File: src/rtl/tetris_pkg.sv
// Shared geometry, colour types and palette constants for the tetris renderer.
package tetris_pkg;
  localparam int COLS      = 10;
  localparam int ROWS      = 20;
  localparam int CELL_LOG2 = 4;
  localparam int BORDER_PX = 4;

  typedef logic [2:0]  color_t;
  typedef logic [11:0] rgb_t;

  localparam rgb_t RGB_BLACK  = 12'h000;
  localparam rgb_t RGB_WHITE  = 12'hFFF;
  localparam rgb_t RGB_GRID   = 12'h222;
  localparam rgb_t RGB_BORDER = 12'h888;

  localparam rgb_t PAL_CYAN    = 12'h0FF;
  localparam rgb_t PAL_YELLOW  = 12'hFF0;
  localparam rgb_t PAL_MAGENTA = 12'hF0F;
  localparam rgb_t PAL_GREEN   = 12'h0F0;
  localparam rgb_t PAL_RED     = 12'hF00;
  localparam rgb_t PAL_BLUE    = 12'h00F;
  localparam rgb_t PAL_ORANGE  = 12'hF80;
endpackage

File: src/rtl/tetris_palette.sv
// Colour code to 12-bit RGB lookup; code 0 is empty and renders black.
module tetris_palette
  import tetris_pkg::*;
(
  input  color_t code,
  output rgb_t   rgb
);

  // code-to-colour table
  always_comb begin
    rgb = RGB_BLACK;
    case (code)
      3'd1:    rgb = PAL_CYAN;
      3'd2:    rgb = PAL_YELLOW;
      3'd3:    rgb = PAL_MAGENTA;
      3'd4:    rgb = PAL_GREEN;
      3'd5:    rgb = PAL_RED;
      3'd6:    rgb = PAL_BLUE;
      3'd7:    rgb = PAL_ORANGE;
      default: rgb = RGB_BLACK;
    endcase
  end

endmodule

File: src/rtl/tetris_render.sv
// Two-stage pixel pipeline drawing the board, falling piece, line-clear flash and border.
module tetris_render
  import tetris_pkg::*;
#(
  parameter int X0 = 240,
  parameter int Y0 = 80
) (
  input  logic        clk,
  input  logic        reset,
  input  logic        p_tick,
  input  logic        video_on,
  input  logic        hsync,
  input  logic        vsync,
  input  logic [9:0]  x,
  input  logic [9:0]  y,
  output logic [7:0]  board_raddr,
  input  logic [2:0]  board_rdata,
  input  logic        piece_valid,
  input  logic [19:0] piece_rows,
  input  logic [15:0] piece_cols,
  input  logic [2:0]  piece_color,
  input  logic [19:0] clear_rows,
  output logic [11:0] rgb,
  output logic        hsync_out,
  output logic        vsync_out,
  output logic        video_on_out
);

  localparam int         BW   = COLS << CELL_LOG2;
  localparam int         BH   = ROWS << CELL_LOG2;
  localparam logic [9:0] X0_V = 10'(X0);
  localparam logic [9:0] Y0_V = 10'(Y0);

  logic [9:0] dx_s, dy_s;
  logic       in_board_s, border_s, grid_s, clear_s;
  logic [4:0] row_s;
  logic [3:0] col_s;
  logic [7:0] addr_s;

  logic       s1_in_board_r, s1_border_r, s1_grid_r, s1_clear_r;
  logic       s1_video_on_r, s1_hsync_r, s1_vsync_r;
  logic [4:0] s1_row_r;
  logic [3:0] s1_col_r;

  logic        sh_valid_r;
  logic [19:0] sh_rows_r;
  logic [15:0] sh_cols_r;
  color_t      sh_color_r;
  logic [5:0]  frame_cnt_r;
  logic        frame_start_s;

  logic   piece_hit_s;
  color_t pal_code_s;
  rgb_t   pal_rgb_s, rgb_s;

  // stage-1 geometry: cell coordinates, region flags and RAM address
  always_comb begin
    dx_s       = x - X0_V;
    dy_s       = y - Y0_V;
    in_board_s = (int'(x) >= X0) && (int'(x) < X0 + BW) &&
                 (int'(y) >= Y0) && (int'(y) < Y0 + BH);
    border_s   = !in_board_s &&
                 (int'(x) >= X0 - BORDER_PX) && (int'(x) < X0 + BW + BORDER_PX) &&
                 (int'(y) >= Y0 - BORDER_PX) && (int'(y) < Y0 + BH + BORDER_PX);
    row_s      = dy_s[CELL_LOG2 +: 5];
    col_s      = dx_s[CELL_LOG2 +: 4];
    grid_s     = (dx_s[CELL_LOG2-1:0] == {CELL_LOG2{1'b0}}) ||
                 (dy_s[CELL_LOG2-1:0] == {CELL_LOG2{1'b0}});
    if (in_board_s) begin
      addr_s  = 8'(row_s) * 8'(COLS) + 8'(col_s);
      clear_s = clear_rows[row_s];
    end else begin
      addr_s  = 8'd0;
      clear_s = 1'b0;
    end
  end

  // a new frame begins when the registered vsync falls
  assign frame_start_s = p_tick && s1_vsync_r && !vsync;

  // stage-1 registers plus frame-synchronous piece shadow
  always_ff @(posedge clk) begin
    if (reset) begin
      s1_row_r      <= 5'd0;
      s1_col_r      <= 4'd0;
      s1_in_board_r <= 1'b0;
      s1_border_r   <= 1'b0;
      s1_grid_r     <= 1'b0;
      s1_clear_r    <= 1'b0;
      s1_video_on_r <= 1'b0;
      s1_hsync_r    <= 1'b1;
      s1_vsync_r    <= 1'b1;
      board_raddr   <= 8'd0;
      frame_cnt_r   <= 6'd0;
      sh_valid_r    <= 1'b0;
      sh_rows_r     <= 20'd0;
      sh_cols_r     <= 16'd0;
      sh_color_r    <= 3'd0;
    end else if (p_tick) begin
      s1_row_r      <= row_s;
      s1_col_r      <= col_s;
      s1_in_board_r <= in_board_s;
      s1_border_r   <= border_s;
      s1_grid_r     <= grid_s;
      s1_clear_r    <= clear_s;
      s1_video_on_r <= video_on;
      s1_hsync_r    <= hsync;
      s1_vsync_r    <= vsync;
      board_raddr   <= addr_s;
      if (frame_start_s) begin
        frame_cnt_r <= frame_cnt_r + 6'd1;
        sh_valid_r  <= piece_valid;
        sh_rows_r   <= piece_rows;
        sh_cols_r   <= piece_cols;
        sh_color_r  <= piece_color;
      end
    end
  end

  // piece cell match; off-board cell coordinates never match
  always_comb begin
    piece_hit_s = 1'b0;
    for (int i = 0; i < 4; i++) begin
      piece_hit_s = piece_hit_s |
                    ((sh_rows_r[i*5 +: 5] == s1_row_r) && (sh_cols_r[i*4 +: 4] == s1_col_r) &&
                     (int'(sh_rows_r[i*5 +: 5]) < ROWS) && (int'(sh_cols_r[i*4 +: 4]) < COLS));
    end
    piece_hit_s = piece_hit_s && sh_valid_r && s1_in_board_r;
  end

  assign pal_code_s = piece_hit_s ? sh_color_r : board_rdata;

  tetris_palette u_palette (
    .code (pal_code_s),
    .rgb  (pal_rgb_s)
  );

  // stage-2 colour priority
  always_comb begin
    rgb_s = RGB_BLACK;
    if (!s1_video_on_r) begin
      rgb_s = RGB_BLACK;
    end else if (s1_in_board_r) begin
      if (piece_hit_s) begin
        rgb_s = pal_rgb_s;
      end else if (s1_clear_r && frame_cnt_r[3]) begin
        rgb_s = RGB_WHITE;
      end else if (board_rdata != 3'd0) begin
        rgb_s = pal_rgb_s;
      end else if (s1_grid_r) begin
        rgb_s = RGB_GRID;
      end else begin
        rgb_s = RGB_BLACK;
      end
    end else if (s1_border_r) begin
      rgb_s = RGB_BORDER;
    end else begin
      rgb_s = RGB_BLACK;
    end
  end

  // stage-2 output registers, syncs delayed alongside the colour
  always_ff @(posedge clk) begin
    if (reset) begin
      rgb          <= RGB_BLACK;
      hsync_out    <= 1'b1;
      vsync_out    <= 1'b1;
      video_on_out <= 1'b0;
    end else if (p_tick) begin
      rgb          <= rgb_s;
      hsync_out    <= s1_hsync_r;
      vsync_out    <= s1_vsync_r;
      video_on_out <= s1_video_on_r;
    end
  end

endmodule

File: config.mk
export PLATFORM = sky130hd
export DESIGN_NAME = tetris_render
export DESIGN_NICKNAME = d
export VERILOG_FILES = /design/src/rtl/tetris_pkg.sv /design/src/rtl/tetris_palette.sv /design/src/rtl/tetris_render.sv
export SDC_FILE = /design/constraint.sdc
export NUM_CORES = 1
export LEC_CHECK = 0
export ABC_AREA = 1
export BUFFER_PORTS_ARGS = -buffer_cell sky130_fd_sc_hd__buf_2
export CAP_MARGIN = 40
export CORE_MARGIN = 2
export CORE_UTILIZATION = 46
export CTS_BUF_LIST = sky130_fd_sc_hd__clkbuf_16
export DETAILED_ROUTE_END_ITERATION = 8
export HOLD_SLACK_MARGIN = 0.06
export PLACE_DENSITY = 0.72
export SLEW_MARGIN = 0
export SYNTH_ARGS = -nofsm -noshare
export SYNTH_HDL_FRONTEND = slang
export SYNTH_HIERARCHICAL = 1
export SYNTH_SLANG_ARGS = --single-unit
File: constraint.sdc
create_clock -name clk -period 3.6 [get_ports clk]
set_input_delay 0.9 -clock clk [delete_from_list [all_inputs] [get_ports clk]]
set_output_delay 0.9 -clock clk [all_outputs]
set_load 0.01 [all_outputs]
==> results of run 1 <==
## worst reg2reg max path: cells and delay by family (launching register included)
family | cells | cell delay [ps]
muxes | 1 | 440
buffers and inverters | 2 | 150
DFF | 1 | 540
AOI/OAI and AO/OA | 4 | 1000
and+or+nand+nor | 9 | 810
## cells in the mapped netlist, drive strengths merged
cell,number
a211o,1
a21boi,1
a21o,1
a21oi,69
a31oi,4
a41oi,1
buf,12
clkbuf,24
clkinv,1
dfxtp,83
fa,2
ha,15
inv,78
mux2,3
nand2,187
nand3,41
nand3b,1
nand4,7
nor2,76
nor3,2
nor3b,1
nor4,3
o21a,1
o21ai,71
o22ai,2
o31ai,2
or2,5
or3,1
xnor2,6
xor2,7
## logic make-up (layout without fill, tap and decap cells)
logic type	Yosys count	count (layout)	synth area share
flip-flops	83	83	0.354
XOR/XNOR	13	13	0.0242
AO/OA/AOI/OAI	153	153	0.174
adder cells (fa/ha/maj)	17	17	0.0485
multiplexers	3	3	0.00719
AND/OR/NAND/NOR	324	324	0.291
buffers and inverters	115	219	0.102
## through the flow
step	utilization	worst slack, ps	total power [W]
4_1_cts	0.574	496	0.00249
2_1_floorplan	-	215	0.00134
5_1_grt	0.574	184	0.00261
3_5_place_dp	0.541	170	0.00149
3_3_place_gp	0.541	253	0.00148
6_report	0.574	479	0.00248
## layout make-up
cell class	instances	area (um^2)
Clock inverter	7	100
Tap cell	133	166
Sequential cell	83	1660
Multi-Input combinational cell	510	2560
Fill cell	967	4210
Inverter	79	297
Timing Repair Buffer	124	653
Clock buffer	9	225
## where the power goes
part / leakage (nW) / internal, W / switching, W
Clock: 0.156 / 0.000614 / 0.000389
Combinational: 1.93 / 0.000186 / 0.000278
Sequential: 0.680 / 0.000968 / 0.0000409
## path summary, 6_finish.rpt
path / start / to / slack [ps] / depth (start not counted)
worst min register to register: hsync_out / hsync_out / 450 / 2
worst max register to register: s1_row_r[4] / rgb[3] / 600 / 16
worst min-delay path: hsync_out / hsync_out / 450 / 2
worst max-delay path: y[5] / board_raddr[7] / 480 / 15
## placed cells by master, fill, tap and decap left out, drive strengths merged, types with 3 or more instances in the layout
master / netlist / routed
ha: 15 / 15
xnor2: 6 / 6
nand3: 41 / 41
inv: 78 / 80
clkbuf: 24 / 9
buf: 12 / 124
nor4: 3 / 3
dfxtp: 83 / 83
or2: 5 / 5
mux2: 3 / 3
xor2: 7 / 7
nor2: 76 / 76
nand2: 187 / 187
clkinv: 1 / 3
a31oi: 4 / 4
o21ai: 71 / 71
nand4: 7 / 7
a21oi: 69 / 69
## state kept, by name (all words and copies together), names as in the netlist, 3 cells and up
signal	cells
rgb	12
board_raddr	8
sh_rows_r	20
frame_cnt_r	4
sh_cols_r	16
s1_row_r	5
s1_col_r	4
sh_color_r	3
## metal layers
metal,share of wire,wire [um],GRT usage,vias up
met2,0.50,6480,0.430,134
met5,0,0,0,-
li1,-,-,-,2472
met4,0.019,245,0.0686,0
met1,0.44,5620,0.293,2237
met3,0.044,568,0.0430,17
==> reports/results.tsv, run 1 <==
stage	metric	value	unit
die	rows	36	
global_routing	grt_usage	0.240	
clocking	cts_resized	0	
die	die_w	105	um
die	num_io_pins	112	
die	coreArea	0.00986	mm^2
synth	synth_cell_types	44	
run	maxCapViolations	0	
timing	timing.final.crit_share	0.867	
cells_and_area	post-route-cell-area	0.00566	mm^2
die	die_h	105	um
setup_path	crit_fanout	4	
synth	synthTopCellsByArea	dfxtp_1, nand2_1, o21ai_0, a21oi_1, nor2_1	
timing	finClkSkew	7.89	ps
synth	syn-cell-area	0.00470	mm^2
die	start_util	0.476	
clocking	clk_pin_slew_worst_paths	60	ps
placed_design	placed_area	0.00533	mm^2
synth	syn_nets	814	
synth	synthCells	708	
synth	avgSynthCellArea	6.63	um^2
clocking	cts_made_buffers	9	
global_routing	grt_max_degree	30	
synth	yosysSeqAreaShare	0.354	
setup_path	max_stage_delay	430	ps
global_routing	grt_pass1_wl	21600	um
placed_design	gp_congestion	0.938	
timing	final-setup-viol-count	0	
cells_and_area	antenna_cells	0	
detailed_routing	drc	0	
detailed_routing	wire_per_inst	13.7	um
detailed_routing	routed_wl	12900	um
setup_path	crit_path_top_delay_cell	fa_1	
setup_path	setup.worst_path.start_class	input pin	
placed_design	portBuffers	111	
clocking	clk-insertion-delay-late	330	ps
global_routing	grt_pass1_vias	4696	
timing	holdWs	454	ps
placed_design	hpwl	9850	um
synth	yosysTopAreaCell	dfxtp_1	
pwr	p_leak	2.76	nW
run_status	outcome	finished, final reports clean	
timing	grt_setup_unrepaired	false	
detailed_routing	drt_pass1_iterations	5	
detailed_routing	drt-initial-drc-count	271	
timing	fmax	0.320	GHz
cells_and_area	layout.cells.non_filler	945	
die	fp.dieArea	0.0110	mm^2
pwr	ir_drop	231	uV
detailed_routing	vias	4860	
setup_path	path_cells	buf_2, inv_1, ha_1, o21ai_0, inv_1, nand2_1, nand2_1, ha_1, inv_1, fa_1, xor2_1, nor3b_1, xor2_1, nand2_1, a21oi_1	
clocking	clkSinkCount	83	
setup_path	cp_data_arrival_time	3390	ps
synth	synth_top_area_share	0.354	
timing	max_slew_margin	0.519	
synth	yosysWarnings	6	
detailed_routing	postRouteAntennaNets	0	
timing	fin_setup_tns	0	ps
cells_and_area	drive_gt1_frac	0.206	
setup_path	path_delay_family	adder cells	
timing	worst_pin_slew	716	ps
clocking	clockRootBuffer	clkbuf_16	
clocking	cts_setup_buffers	0	
setup_path	critPathCaptureType	register	
setup_path	crit_required	3860	ps
clocking	cts.htree.levels	3	
global_routing	antenna_found_initial	0	
worst_hold_path	holdCritPathClass	reg2reg	
detailed_routing	viasPerCell	5.14	
global_routing	grt-ovfl-total	0	
clocking	cts_hold_buf	0	
synth	synth-seq-cells	83	
timing	finalHoldViolCount	0	
clocking	clock_path_buffers	2	
setup_path	crit_type	in2reg	
pwr	power_density	437	mW/mm^2
placed_design	dp_cells	929	
clocking	cts_tree	done	
timing	slew_violations	0	
timing	fin_crit	3120	ps
setup_path	critical_path_buf_inv_count	4	
cells_and_area	area_growth	20.5	%
cells_and_area	fin_nets	913	
Note: power is estimated with default switching activity, not from simulation.
==> inputs of run 2 (changes only) <==
--- a/config.mk
+++ b/config.mk
@@ -13,9 +13,8 @@
 export CTS_BUF_LIST = sky130_fd_sc_hd__clkbuf_16
 export DETAILED_ROUTE_END_ITERATION = 8
 export HOLD_SLACK_MARGIN = 0.06
-export PLACE_DENSITY = 0.72
+export PLACE_DENSITY = 0.73
 export SLEW_MARGIN = 0
 export SYNTH_ARGS = -nofsm -noshare
 export SYNTH_HDL_FRONTEND = slang
-export SYNTH_HIERARCHICAL = 1
 export SYNTH_SLANG_ARGS = --single-unit
==> run 2 against run 1 <==
Effect of this change:
- critical path depth shrank 2
- setup slack got worse by 23 ps
- synthesized cell count shrank 6.6%
- hold slack gained 6.0 ps
- die area shrank 4.9%
- sequential cell count is 3 lower
- largest cell class unchanged
- non-clock buffer count is 6 lower
- clock power down 14%
- register-to-register slack better by 870 ps
- maximum frequency down 0.74%
- cell count shrank 5.5%
==> reports/results.tsv, run 2 <==
stage	metric	value	unit
run_status	outcome	finished, final reports clean	
clocking	cts_hold_buf	0	
timing	timing.final.crit_share	0.873	
global_routing	met3_usage	0.0397	
synth	avgSynthCellArea	6.74	um^2
timing	fin_setup_tns	0	ps
clocking	cts_tree	done	
clocking	clkSinkCount	80	
timing	slew_violations	0	
setup_path	rr_worst_depth	19	
clocking	clock_path_buffers	2	
timing	final-setup-viol-count	0	
pwr	switching_power	0.000644	W
synth	yosys-top-cells-count	nand2_1, dfxtp_1, nor2_1	
setup_path	setup.worst_path.start_class	input pin	
synth	synth_cell_types	40	
cells_and_area	nFillCells	890	
synth	synthFlopType	dfxtp_1	
cells_and_area	fin_nets	867	
clocking	clk-insertion-delay-late	330	ps
detailed_routing	drt_pass1_iterations	5	
clocking	clk_pin_slew_worst_paths	60	ps
global_routing	antenna_found_initial	1	
detailed_routing	viasPerCell	5.04	
synth	synth-seq-cells	80	
cells_and_area	post-route-cell-area	0.00539	mm^2
setup_path	crit_path_top_delay_cell	fa_1	
synth	synth-edff-count	0	
die	die_h	102	um
cells_and_area	top_register	sh_rows_r	
worst_hold_path	hold-path-endpoint	s1_hsync_r	
global_routing	grt_pass1_vias	4308	
global_routing	grt_max_degree	62	
timing	grt_setup_unrepaired	false	
timing	fin_crit	3140	ps
worst_hold_path	hold_depth	2	
setup_path	timing.rr.start	s1_row_r[2]	
setup_path	crit_required	3810	ps
die	fp.dieArea	0.0105	mm^2
worst_hold_path	holdCritPathClass	reg2reg	
synth	syn_nets	768	
cells_and_area	antenna_cells	0	
synth	yosys.cell_count.top_type	nand2_1	
pwr	swShare	0.282	
placed_design	hpwl	8870	um
cells_and_area	largest_reg_flops	20	
clocking	cts_setup_buffers	0	
pwr	power_density	425	mW/mm^2
synth	syn-cell-area	0.00446	mm^2
synth	synthTopCellsByArea	dfxtp_1, nand2_1, a21oi_1, o21ai_0, nor2_1	
pwr	combPwrFrac	0.196	
global_routing	use_met1	0.304	
placed_design	placed_area	0.00511	mm^2
cells_and_area	layout_commonest_cell	nand2_1	
pwr	seqPwrFrac	0.427	
cells_and_area	largest_registers	sh_rows_r x20, sh_cols_r x16, rgb x9	
global_routing	grt_usage	0.231	
clocking	clockRootBuffer	clkbuf_16	
setup_path	cp_data_arrival_time	3350	ps
setup_path	crit_type	in2reg	
synth	synthArstFlopShare	0	
placed_design	portBuffers	111	
timing	worst_pin_slew	611	ps
detailed_routing	drc	0	
global_routing	grt-busiest-layer	met2	
pwr	p_clk_frac	0.377	
worst_hold_path	hp-start	s1_hsync_r	
cells_and_area	area_growth	20.8	%
die	die_w	102	um
synth	yosysTopAreaCell	dfxtp_1	
timing	finClkSkew	8.34	ps
clocking	cts_resized	0	
synth	synthCells	661	
setup_path	crit_fanout	14	
die	rows	35	
pwr	ir_drop	226	uV
detailed_routing	vias	4499	
synth	yosysSeqAreaShare	0.359	
placed_design	gp_congestion	0.894	
die	num_io_pins	112	
run	maxCapViolations	0	
setup_path	path_cells	buf_2, inv_1, ha_1, o21ai_1, or2_2, nand2_1, ha_1, fa_1, xnor2_1, nor2_1, xor2_1, nand2_1, a21oi_1	
die	coreArea	0.00933	mm^2
timing	finalHoldViolCount	0	
pwr	p_leak	2.58	nW
clocking	cts_made_buffers	9	
clocking	cts.htree.levels	3	
global_routing	met2_usage	0.384	
synth	synth_top_area_share	0.359	
timing	max_slew_margin	0.592	
cells_and_area	layout_common_cells	nand2_1, buf_2, dfxtp_1, nor2_1, a21oi_1	
global_routing	grt-ovfl-total	0	
global_routing	grt_pass1_wl	19200	um
timing	fmax	0.318	GHz
detailed_routing	wire_per_inst	13.0	um
detailed_routing	drt-initial-drc-count	215	
setup_path	r2r-end	rgb[7]	
synth	yosysWarnings	0	
detailed_routing	postRouteAntennaNets	0	
cells_and_area	drive_gt1_frac	0.221	
setup_path	critPathCaptureType	register	
die	start_util	0.478	
detailed_routing	routed_wl	11600	um
setup_path	ff2ff_setup_slack	1470	ps
pwr	p_int	0.00164	W
setup_path	max_stage_delay	440	ps
## run 2: cell types whose count changed after synthesis, moves of 3 or more
cell and delta:
buf_4 -5, dfxtp_1 -3, inv_1 -11, inv_2 +5
mux2_2 -3, nand2_1 -27, nand2_2 +5, nand3_1 -10
nor2_1 +3, o21ai_0 -7, xnor2_1 +5, xor2_1 -3
## run 2: metrics by stage
step	std cells	worst slack, ps	hold slack [ps]	util	total power [W]
floorplan	661	227	429	-	0.00129
detailed placement	878	121	447	0.548	0.00144
global placement	877	248	438	0.546	0.00142
CTS	893	468	462	0.577	0.00230
global route	893	265	488	0.577	0.00241
finish	893	456	460	0.577	0.00229
## run 2: logic make-up after synthesis
| kind of cell | Yosys count | synth area share |
|---|---|---|
| and+or+nand+nor | 294 | 0.282 |
| AOI/OAI and AO/OA | 152 | 0.186 |
| buffers and inverters | 102 | 0.0890 |
| DFF | 80 | 0.359 |
| adders and majority gates | 18 | 0.0539 |
| xor gates and xnor gates | 15 | 0.0295 |
## run 2: power by group through the flow
| stage | Sequential, W | Clock [W] | Combinational, W |
|---|---|---|---|
| 3_5_place_dp | 0.000994 | 0 | 0.000444 |
| 2_1_floorplan | 0.000982 | 0 | 0.000309 |
| 4_1_cts | 0.000976 | 0.000877 | 0.000448 |
| 5_1_grt | 0.000982 | 0.000916 | 0.000512 |
| 6_report | 0.000977 | 0.000862 | 0.000448 |
| 3_3_place_gp | 0.000994 | 0 | 0.000430 |
## run 2: worst max-delay path by stage
stage	startpoint	to	slack, ps	cells past startpoint
after global placement	y[4]	board_raddr[7]	250	13
after detailed placement	y[4]	board_raddr[7]	120	13
after global routing	y[4]	board_raddr[7]	260	13
after CTS	y[4]	board_raddr[7]	470	13
after floorplan	y[4]	board_raddr[7]	230	13
final	y[4]	board_raddr[7]	460	13
## run 2: critical path: cells and delay by family
kind / cells / cell delay, ps
fa+ha+maj: 3 / 1050
xor+xnor: 2 / 420
buf+inv: 2 / 310
compound gates: 2 / 220
simple gates: 4 / 450
## run 2: final cells by class
type	count	area [um^2]	share of cell area
Sequential cell	80	1600	0.297
Inverter	72	270	0.0502
Clock buffer	9	225	0.0418
Clock inverter	6	52.6	0.00976
Timing Repair Buffer	118	616	0.114
Multi-Input combinational cell	479	2460	0.457
Tap cell	129	161	0.0300
## run 2: layer usage
metal,vias up,part of all wire,wire [um]
met4,0,0.017,199
met2,124,0.45,5230
li1,2336,-,-
met1,2021,0.48,5510
met5,-,0,0
met3,18,0.054,630
==> inputs of run 3 (changes only) <==
--- a/config.mk
+++ b/config.mk
@@ -14,6 +14,7 @@
 export DETAILED_ROUTE_END_ITERATION = 8
 export HOLD_SLACK_MARGIN = 0.06
 export PLACE_DENSITY = 0.73
+export RECOVER_POWER = 50
 export SLEW_MARGIN = 0
 export SYNTH_ARGS = -nofsm -noshare
 export SYNTH_HDL_FRONTEND = slang
==> run 3 against run 2 <==
Effect of this change:
- critical path type unchanged
- clock skew decreased by 0.96 ps
- power shrank 0.11%
- global-route usage unchanged
- largest cell class unchanged
- core utilization shrank 0.52 points
- final area is 0.91% lower
- critical endpoint unchanged
- clock-buffer cell count did not move
- sequential cell count stayed put
- critical path depth unchanged
==> reports/results.tsv, run 3 (synthesis results as in run 2) <==
stage	metric	value	unit
run_status	outcome	finished, final reports clean	
die	die_h	102	um
detailed_routing	dr_wl_met2	5340	um
cells_and_area	layout_commonest_cell	nand2_1	
global_routing	grt_pass1_wl	19200	um
detailed_routing	drt-initial-drc-count	198	
clocking	clk_pin_slew_worst_paths	60	ps
global_routing	grt_pass1_vias	4308	
global_routing	grt_usage	0.231	
die	coreArea	0.00933	mm^2
clocking	clock_path_buffers	2	
cells_and_area	layout_common_cells	nand2_1, buf_2, dfxtp_1, nor2_1, a21oi_1	
cells_and_area	post-route-cell-area	0.00534	mm^2
placed_design	gp_congestion	0.894	
global_routing	grt-ovfl-total	0	
placed_design	portBuffers	111	
detailed_routing	highest_layer	met4	
setup_path	crit_required	3810	ps
setup_path	crit_type	in2reg	
timing	fmax	0.318	GHz
run	maxCapViolations	0	
cells_and_area	top_register	sh_rows_r	
detailed_routing	wire_per_inst	13.0	um
cells_and_area	multiInputGateArea	0.00246	mm^2
clocking	cts.htree.levels	3	
setup_path	crit_path_top_delay_cell	fa_1	
setup_path	max_stage_delay	440	ps
setup_path	setup.worst_path.start_class	input pin	
clocking	clockRootBuffer	clkbuf_16	
setup_path	critPathCaptureType	register	
cells_and_area	area_growth	19.7	%
die	rows	35	
clocking	clk-insertion-delay-late	330	ps
detailed_routing	routed_wl	11600	um
detailed_routing	vias	4483	
clocking	clkSinkCount	80	
timing	finClkSkew	7.38	ps
setup_path	crit_fanout	14	
setup_path	cp_data_arrival_time	3350	ps
detailed_routing	m1WireLength	5520	um
clocking	cts_setup_buffers	0	
worst_hold_path	holdCritPathClass	reg2reg	
detailed_routing	wl_met3	634	um
clocking	cts_hold_buf	0	
global_routing	grt_max_degree	62	
cells_and_area	fin_nets	867	
pwr	finalPower	0.00228	W
die	fp.dieArea	0.0105	mm^2
cells_and_area	antenna_cells	0	
timing	finalHoldViolCount	0	
setup_path	path_cells	buf_2, inv_1, ha_1, o21ai_1, or2_2, nand2_1, ha_1, fa_1, xnor2_1, nor2_1, xor2_1, nand2_1, a21oi_1	
detailed_routing	viasPerCell	5.02	
placed_design	hpwl	8870	um
detailed_routing	drt_pass1_iterations	5	
timing	fin_crit	3150	ps
placed_design	dp_cells	878	
die	die_w	102	um
timing	timing.final.crit_share	0.875	
timing	fin_setup_tns	0	ps
cells_and_area	nFillCells	908	
cells_and_area	largest_reg_flops	20	
cells_and_area	drive_gt1_frac	0.186	
die	num_io_pins	112	
clocking	cts_tree	done	
cells_and_area	regArea	0.00160	mm^2
detailed_routing	postRouteAntennaNets	0	
pwr	power_density	428	mW/mm^2
placed_design	placed_area	0.00511	mm^2
clocking	cts_made_buffers	9	
die	start_util	0.478	
pwr	ir_drop	229	uV
clocking	cts_resized	0	
pwr	p_leak	2.47	nW
timing	grt_setup_unrepaired	false	
timing	holdWs	463	ps
timing	final-setup-viol-count	0	
timing	slew_violations	0	
detailed_routing	drc	0	
timing	max_slew_margin	0.318	
timing	worst_pin_slew	1020	ps
cells_and_area	layout.cells.non_filler	893	
global_routing	antenna_found_initial	1	
cells_and_area	largest_registers	sh_rows_r x20, sh_cols_r x16, rgb x9	
## run 3: cell count changes in the layout (fill, tap and decap cells not counted)
cell	before	now
buf_2	111	87
clkbuf_1	0	27
buf_4	6	4
buf_8	1	0
## run 3: per-stage QoR
step / setup WS [ps] / util
final: 451 / 0.572
after global placement: 248 / 0.546
after CTS: 468 / 0.577
after global routing: 265 / 0.572
after floorplan: 227 / -
after detailed placement: 121 / 0.548
## run 3: layer usage
layer,vias to the layer above,global-route usage
met4,0,0.0810
met3,8,0.0397
li1,2334,-
met5,-,0
met1,2023,0.304
met2,118,0.384
## run 3: power breakdown
| group | leakage (nW) | total [W] | internal, W | switching [W] |
|---|---|---|---|---|
| Clock | 0.144 | 0.000864 | 0.000524 | 0.000340 |
| Sequential | 0.656 | 0.000977 | 0.000935 | 0.0000417 |
| Combinational | 1.67 | 0.000444 | 0.000180 | 0.000264 |
| Total | 2.47 | 0.00228 | 0.00164 | 0.000645 |
## run 3: cell type report
cell class / instances / area share
Clock buffer: 9 / 0.0422
Inverter: 72 / 0.0506
Multi-Input combinational cell: 479 / 0.461
Timing Repair Buffer: 118 / 0.106
Clock inverter: 6 / 0.00985
Sequential cell: 80 / 0.300
Tap cell: 129 / 0.0302
## run 3: critical path, delay by kind of cell
kind	cells	cell delay, ps
and+or+nand+nor	4	450
xor gates and xnor gates	2	420
buffers and inverters	2	310
AOI/OAI and AO/OA	2	220
adders and majority gates	3	1050
## run 3: path summary, 6_finish.rpt
| path | from | end | slack [ps] | cells after the start |
|---|---|---|---|---|
| worst min register to register | s1_hsync_r | s1_hsync_r | 460 | 2 |
| worst max-delay path | y[4] | board_raddr[7] | 450 | 13 |
| worst min-delay path | s1_hsync_r | s1_hsync_r | 460 | 2 |
| worst max register to register | s1_row_r[2] | rgb[7] | 1490 | 19 |
